--- src/rtl/demux_capture_4ch_pkg.sv ---
// rtl/demux_capture_4ch_pkg.sv - shared constants and lane state encoding for demux_capture_4ch
package demux_cap_pkg;

    localparam int NUM_CH = 4;
    localparam int SEL_W  = 2;

    localparam logic [0:0] EMPTY = 1'b0;
    localparam logic [0:0] FULL  = 1'b1;

endpackage

--- src/rtl/demux_capture_4ch_if.sv ---
// rtl/demux_capture_4ch_if.sv - routed-bit input and per-channel word stream bundle
interface demux_capture_4ch_if #(
    parameter int WIDTH = 8
);
    import demux_cap_pkg::*;

    logic                      bit_vld;
    logic [SEL_W-1:0]          sel;
    logic                      y0;
    logic                      y1;
    logic                      y2;
    logic                      y3;
    logic [NUM_CH-1:0]         ch_rdy;
    logic                      ovf_clr;
    logic [NUM_CH-1:0]         ch_vld;
    logic [NUM_CH*WIDTH-1:0]   ch_data;
    logic [NUM_CH-1:0]         ovf;
    logic                      err;

    modport master (
        output bit_vld, sel, y0, y1, y2, y3, ch_rdy, ovf_clr,
        input  ch_vld, ch_data, ovf, err
    );

    modport slave (
        input  bit_vld, sel, y0, y1, y2, y3, ch_rdy, ovf_clr,
        output ch_vld, ch_data, ovf, err
    );

endinterface

--- src/rtl/demux_capture_4ch_lane.sv ---
// rtl/demux_capture_4ch_lane.sv - one channel: bit assembler, word holding register, overflow flag
module demux_cap_lane
    import demux_cap_pkg::*;
#(
    parameter int WIDTH = 8
) (
    input  logic             clk,
    input  logic             rst,
    input  logic             cap_en,
    input  logic             bit_in,
    input  logic             rdy,
    input  logic             clr,
    output logic             vld,
    output logic [WIDTH-1:0] data,
    output logic             ovf
);

    localparam int               CNT_W = $clog2(WIDTH);
    localparam logic [CNT_W-1:0] LAST  = CNT_W'(WIDTH - 1);

    // The oldest bit shifts straight into the word on completion, so only WIDTH-1 bits are stored.
    logic [WIDTH-2:0] shreg;
    logic [CNT_W-1:0] cnt;
    logic [0:0]       state;
    logic             complete;
    logic             ovf_set;
    logic [WIDTH-1:0] word;

    assign word     = {shreg, bit_in};
    assign complete = cap_en && (cnt == LAST);
    assign ovf_set  = complete && (state == FULL) && !rdy;
    assign vld      = (state == FULL);

    // Shift in routed bits MSB first and count toward a full word.
    always_ff @(posedge clk) begin
        if (rst) begin
            shreg <= '0;
            cnt   <= '0;
        end else if (cap_en) begin
            shreg <= word[WIDTH-2:0];
            cnt   <= complete ? '0 : cnt + 1'b1;
        end
    end

    // Hold a completed word until the consumer takes it; a new word into an unready full lane is dropped.
    always_ff @(posedge clk) begin
        if (rst) begin
            state <= EMPTY;
            data  <= '0;
        end else begin
            case (state)
                EMPTY: begin
                    if (complete) begin
                        state <= FULL;
                        data  <= word;
                    end
                end
                default: begin
                    if (complete && rdy) begin
                        data <= word;
                    end else if (!complete && rdy) begin
                        state <= EMPTY;
                    end
                end
            endcase
        end
    end

    // Sticky overflow; a set in the same cycle as a clear takes priority.
    always_ff @(posedge clk) begin
        if (rst) begin
            ovf <= 1'b0;
        end else if (ovf_set) begin
            ovf <= 1'b1;
        end else if (clr) begin
            ovf <= 1'b0;
        end
    end

endmodule

--- src/rtl/demux_capture_4ch.sv ---
// rtl/demux_capture_4ch.sv - four-lane word assembler behind a 1-to-4 bit demux; optional steering check under DEMUX_CAP_CHECK_EN
module demux_capture_4ch
    import demux_cap_pkg::*;
#(
    parameter int WIDTH = 8
) (
    input logic                 clk,
    input logic                 rst,
    demux_capture_4ch_if.slave  bus
);

    logic [NUM_CH-1:0] y_vec;
    logic [NUM_CH-1:0] sel_oh;
    logic              routed;

    assign y_vec  = {bus.y3, bus.y2, bus.y1, bus.y0};
    assign sel_oh = NUM_CH'(1) << bus.sel;
    assign routed = y_vec[bus.sel];

    for (genvar n = 0; n < NUM_CH; n++) begin : g_lane
        demux_cap_lane #(
            .WIDTH (WIDTH)
        ) u_lane (
            .clk    (clk),
            .rst    (rst),
            .cap_en (bus.bit_vld && sel_oh[n]),
            .bit_in (routed),
            .rdy    (bus.ch_rdy[n]),
            .clr    (bus.ovf_clr),
            .vld    (bus.ch_vld[n]),
            .data   (bus.ch_data[n*WIDTH +: WIDTH]),
            .ovf    (bus.ovf[n])
        );
    end

`ifdef DEMUX_CAP_CHECK_EN
    logic viol;
    logic err_q;

    assign viol    = bus.bit_vld && |(y_vec & ~sel_oh);
    assign bus.err = err_q;

    // Latch any cycle where the demux drove an output other than the selected one.
    always_ff @(posedge clk) begin
        if (rst) begin
            err_q <= 1'b0;
        end else if (viol) begin
            err_q <= 1'b1;
        end
    end

`ifndef SYNTHESIS
    // Report each steering violation with the offending select and outputs.
    always_ff @(posedge clk) begin
        if (!rst && viol) begin
            $display("demux_capture_4ch: steering violation sel=%0d {y0,y1,y2,y3}=%b",
                     bus.sel, {bus.y0, bus.y1, bus.y2, bus.y3});
        end
    end
`endif
`else
    assign bus.err = 1'b0;
`endif

endmodule

--- src/flat_wrapper.sv ---
// flat-port wrapper written by rule: the top's interface ports become plain ports
module demux_capture_4ch_flat import demux_cap_pkg::*;
#(
    parameter int WIDTH = 8
)
  (clk, rst, bus_bit_vld, bus_sel, bus_y0, bus_y1, bus_y2, bus_y3, bus_ch_rdy, bus_ovf_clr, bus_ch_vld, bus_ch_data, bus_ovf, bus_err);
  demux_capture_4ch_if #(.WIDTH(WIDTH)) bus_i ();
  input logic clk;
  input logic rst;
  input wire logic [$bits(bus_i.bit_vld)-1:0] bus_bit_vld;
  input wire logic [$bits(bus_i.sel)-1:0] bus_sel;
  input wire logic [$bits(bus_i.y0)-1:0] bus_y0;
  input wire logic [$bits(bus_i.y1)-1:0] bus_y1;
  input wire logic [$bits(bus_i.y2)-1:0] bus_y2;
  input wire logic [$bits(bus_i.y3)-1:0] bus_y3;
  input wire logic [$bits(bus_i.ch_rdy)-1:0] bus_ch_rdy;
  input wire logic [$bits(bus_i.ovf_clr)-1:0] bus_ovf_clr;
  output wire logic [$bits(bus_i.ch_vld)-1:0] bus_ch_vld;
  output wire logic [$bits(bus_i.ch_data)-1:0] bus_ch_data;
  output wire logic [$bits(bus_i.ovf)-1:0] bus_ovf;
  output wire logic [$bits(bus_i.err)-1:0] bus_err;
  assign bus_i.bit_vld = bus_bit_vld;
  assign bus_i.sel = bus_sel;
  assign bus_i.y0 = bus_y0;
  assign bus_i.y1 = bus_y1;
  assign bus_i.y2 = bus_y2;
  assign bus_i.y3 = bus_y3;
  assign bus_i.ch_rdy = bus_ch_rdy;
  assign bus_i.ovf_clr = bus_ovf_clr;
  assign bus_ch_vld = bus_i.ch_vld;
  assign bus_ch_data = bus_i.ch_data;
  assign bus_ovf = bus_i.ovf;
  assign bus_err = bus_i.err;
  demux_capture_4ch #(.WIDTH(WIDTH)) u_core (.clk(clk), .rst(rst), .bus(bus_i));
endmodule
--- config.mk ---
export PLATFORM = sky130hd
export DESIGN_NAME = demux_capture_4ch_flat
export DESIGN_NICKNAME = d
export VERILOG_FILES = /design/src/rtl/demux_capture_4ch_pkg.sv /design/src/rtl/demux_capture_4ch_if.sv /design/src/rtl/demux_capture_4ch_lane.sv /design/src/rtl/demux_capture_4ch.sv /design/src/flat_wrapper.sv
export SDC_FILE = /design/constraint.sdc
export NUM_CORES = 1
export LEC_CHECK = 0
export ABC_AREA = 1
export BUFFER_PORTS_ARGS = -buffer_cell sky130_fd_sc_hd__buf_2
export CAP_MARGIN = 20
export CORE_MARGIN = 2
export CORE_UTILIZATION = 28
export CTS_BUF_LIST = sky130_fd_sc_hd__clkbuf_4
export CTS_CLUSTER_SIZE = 20
export DETAILED_ROUTE_END_ITERATION = 12
export GPL_ROUTABILITY_DRIVEN = 0
export GPL_TIMING_DRIVEN = 0
export MAX_ROUTING_LAYER = met4
export PLACE_DENSITY = 0.56
export SLEW_MARGIN = 5
export SYNTH_ARGS = -nofsm -noshare
export SYNTH_HDL_FRONTEND = slang
export SYNTH_SLANG_ARGS = --single-unit
--- constraint.sdc ---
create_clock -name clk -period 2.7 [get_ports clk]
set_clock_uncertainty 0.15 [all_clocks]
set_input_delay 0.675 -clock clk [delete_from_list [all_inputs] [get_ports clk]]
set_output_delay 0.675 -clock clk [all_outputs]
set_load 0.05 [all_outputs]
==> impl_metrics.yaml <==
detailed_routing:
  firstDrtPassIters: 4
  postRouteAntennaNets: 0
  wl_per_cell_um: 11.07
  drt_iter0_markers: 98
  wirelength_um: 7217
  vias: 2801
  drc: 0
  viasPerCell: 4.296
critical_path:
  worstSetupEndpointType: "output pin"
  worstReg2RegStart: "u_core.g_lane[2].u_lane.cnt[0]$_SDFFE_PP0P_"
  cp.arrival_ns: 1.12
  critical_path_required_ns: 1.88
  r2r_setup_slack_ns: 0.95
  worstReg2RegEnd: "u_core.g_lane[2].u_lane.data[7]$_SDFFE_PP0P_"
  crit_type: "reg2out"
  worstPathMaxFanout: 2
  reg2regPathDepth: 8
  critPathLaunchType: "register"
synth:
  synth_top_area_frac: 0.4908
  yosysTopAreaCell: "dfxtp_1"
  seq_area_frac_synth: 0.4908
  synth_mux_area_frac: 0
  syn-num-nets: 465
  synthTopCellsByCount: "nor2_1, nand2_1, dfxtp_1, inv_1, a21oi_1"
  synth_top_family_by_area: "simple AND/OR/NAND/NOR gates"
  syn_area_um2: 3263
  yosysMostFrequentCell: "nor2_1"
  avgSynthCellArea_um2: 7.366
  synth.top_cells.by_area: "dfxtp_1, nor2_1, nand2_1"
  synth_flop_cell: "dfxtp_1"
  ys_types: 24
  ys_seq_elements: 80
  synth_cells: 443
  synth-compound-area-share: 0.1181
  ys_warn_count: 0
  synthAdderAreaFrac: 0.03067
  synth-simple-area-share: 0.2442
  synth_xor_area_frac: 0
  synth_edf_count: 0
  async_reset_ff_frac: 0
placed_design:
  io_buffers: 50
  pre_cts_ws_ns: 0.6411
  dpl.hpwl_um: 5410
die:
  die_w_um: 112.0
  dieArea_um2: 12530
  io_pins: 55
  coreArea_um2: 11420
  num_rows: 39
  initial_core_util: 0.2858
  die_height_um: 112.0
cts:
  clk_path_buf_depth: 2
  post_cts_resized: 0
  post-cts-setup-buffers: 0
  cts_sinks: 80
  cts_tree: "built"
  clock-root-buffer: "clkbuf_4"
  cts_buffers: 9
  cts_hold_buf: 0
  clk_latency_ns: 0.42
  cts_max_level: 3
  clk_pin_slew_ns: 0.12
global_route:
  grt_max_degree: 14
  track_usage: 0.1242
  grt_use_met2: 0.2113
  grt_pass1_vias: 2716
  grt_most_used_layer: "met2"
  use_met1: 0.1409
  grt_use_met3: 0.03484
  grt.overflow.total: 0
  antenna_found_initial: 0
  grt_first_pass_wirelength_um: 12310
run_status:
  status: "finished clean"
power:
  ir_worst_vdd_mv: 0.2125
  powerDensity_nw_per_um2: 534.9
  power_leakage_nw: 1.829
  power_mw: 2.047
finish:
  drive_above_1_share: 0.1827
  area_delta_synth_final_pct: 17.29
  diodes: 0
  regArea_um2: 1602
  nets: 526
  multi_input_area_um2: 1286
  num-fill-cells: 1276
hold_path:
  hold_path_depth: 2
  min_to: "u_core.g_lane[2].u_lane.shreg[6]$_SDFFE_PP0P_"
  hold_start: "u_core.g_lane[2].u_lane.shreg[6]$_SDFFE_PP0P_"
  hp-class: "reg2reg"
sta:
  fin_crit_ns: 1.949
  setup_violations: 0
  final.period_utilization: 0.7219
  slew-limit-headroom: 0.6313
  fmax_mhz: 513.0
  finalHoldViolations: 0
  fin_setup_tns_ns: 0
  worstMarginPinSlew_ns: 0.5530
  rsz0062_at_grt: "no"
  fin_ws_ns: 0.7508
  final_max_slew_viol_count: 0
  whs_ns: 0.3115
job:
  drv_cap: 0
-- layout make-up --
cell class,count,share of cell area
flip-flops and latches,80,0.4184
multi-input cells,280,0.3361
repair buffers,50,0.06538
inverters,56,0.05492
well taps,143,0.04675
plain buffers,27,0.04315
clock buffers,10,0.01961
clock inverters,6,0.01569
-- per-layer routing --
| layer | part of all wire | up-vias | wire (µm) |
|---|---|---|---|
| li1 | - | 1482 | - |
| met1 | 0.45 | 1262 | 3273 |
| met2 | 0.48 | 47 | 3464 |
| met3 | 0.049 | 10 | 352 |
| met4 | 0.017 | 0 | 126 |
| met5 | 0 | - | 0 |
-- per-stage QoR --
step	instance area (µm²)	utilization	cells
floorplan	3263	-	443
global placement	3692	0.3234	636
detailed placement	3692	0.3234	636
CTS	3827	0.3352	652
global route	3827	0.3352	652
finish	3827	0.3352	652
-- worst max-delay path: stages (launching register included) --
cell,delay (ns)
dfxtp_1,0.36
buf_4,0.11
buf_2,0.24
-- kinds of logic (layout without fill, tap and decap cells) --
kind of cell	after synthesis	after routing
other	1	1
and+or+nand+nor	196	196
buffers and inverters	83	149
adders and majority gates	8	8
DFF	80	80
AOI/OAI and AO/OA	75	75
-- cells in the final DEF (no fill, tap or decap), types with 3 or more instances in the layout --
| cell type | Yosys | final |
|---|---|---|
| a21oi_1 | 37 | 37 |
| buf_2 | 6 | 56 |
| buf_4 | 11 | 11 |
| clkbuf_1 | 8 | 8 |
| clkbuf_4 | 0 | 10 |
| clkinv_2 | 0 | 3 |
| dfxtp_1 | 80 | 80 |
| ha_1 | 8 | 8 |
| inv_1 | 53 | 53 |
| nand2_1 | 86 | 86 |
| nand3_1 | 9 | 9 |
| nor2_1 | 92 | 92 |
| o21ai_0 | 35 | 35 |
-- flip-flops by register name, summed over array words and instances (netlist names) --
signal	count
u_core.g_lane.u_lane.vld	4
u_core.g_lane.u_lane.shreg	28
u_core.g_lane.u_lane.data	32
u_core.g_lane.u_lane.cnt	12
u_core.g_lane.u_lane.ovf	4
-- report_power, final --
group	total, mW	internal (mW)	switching (mW)	leakage, nW
logic	0.130	0.0417	0.0887	1.11
registers	1.22	1.21	0.0138	0.649
clock network	0.696	0.288	0.408	0.0722
-- how the worst max path moves through the flow --
| stage | depth (start not counted) | start | endpoint | slack, ns |
|---|---|---|---|---|
| 2_1_floorplan | 8 | bus_sel[0] | u_core.g_lane[2].u_lane.data[5]$_SDFFE_PP0P_ | 0.97 |
| 3_3_place_gp | 8 | bus_sel[1] | u_core.g_lane[1].u_lane.data[5]$_SDFFE_PP0P_ | 0.64 |
| 3_5_place_dp | 8 | bus_sel[1] | u_core.g_lane[1].u_lane.data[4]$_SDFFE_PP0P_ | 0.64 |
| 4_1_cts | 2 | u_core.g_lane[0].u_lane.vld$_SDFF_PP0_ | bus_ch_vld[0] | 0.72 |
| 5_1_grt | 2 | u_core.g_lane[0].u_lane.ovf$_SDFFE_PP0P_ | bus_ovf[0] | 0.66 |
| 6_report | 2 | u_core.g_lane[1].u_lane.ovf$_SDFFE_PP0P_ | bus_ovf[1] | 0.75 |
(Power assumes the default switching activity.)
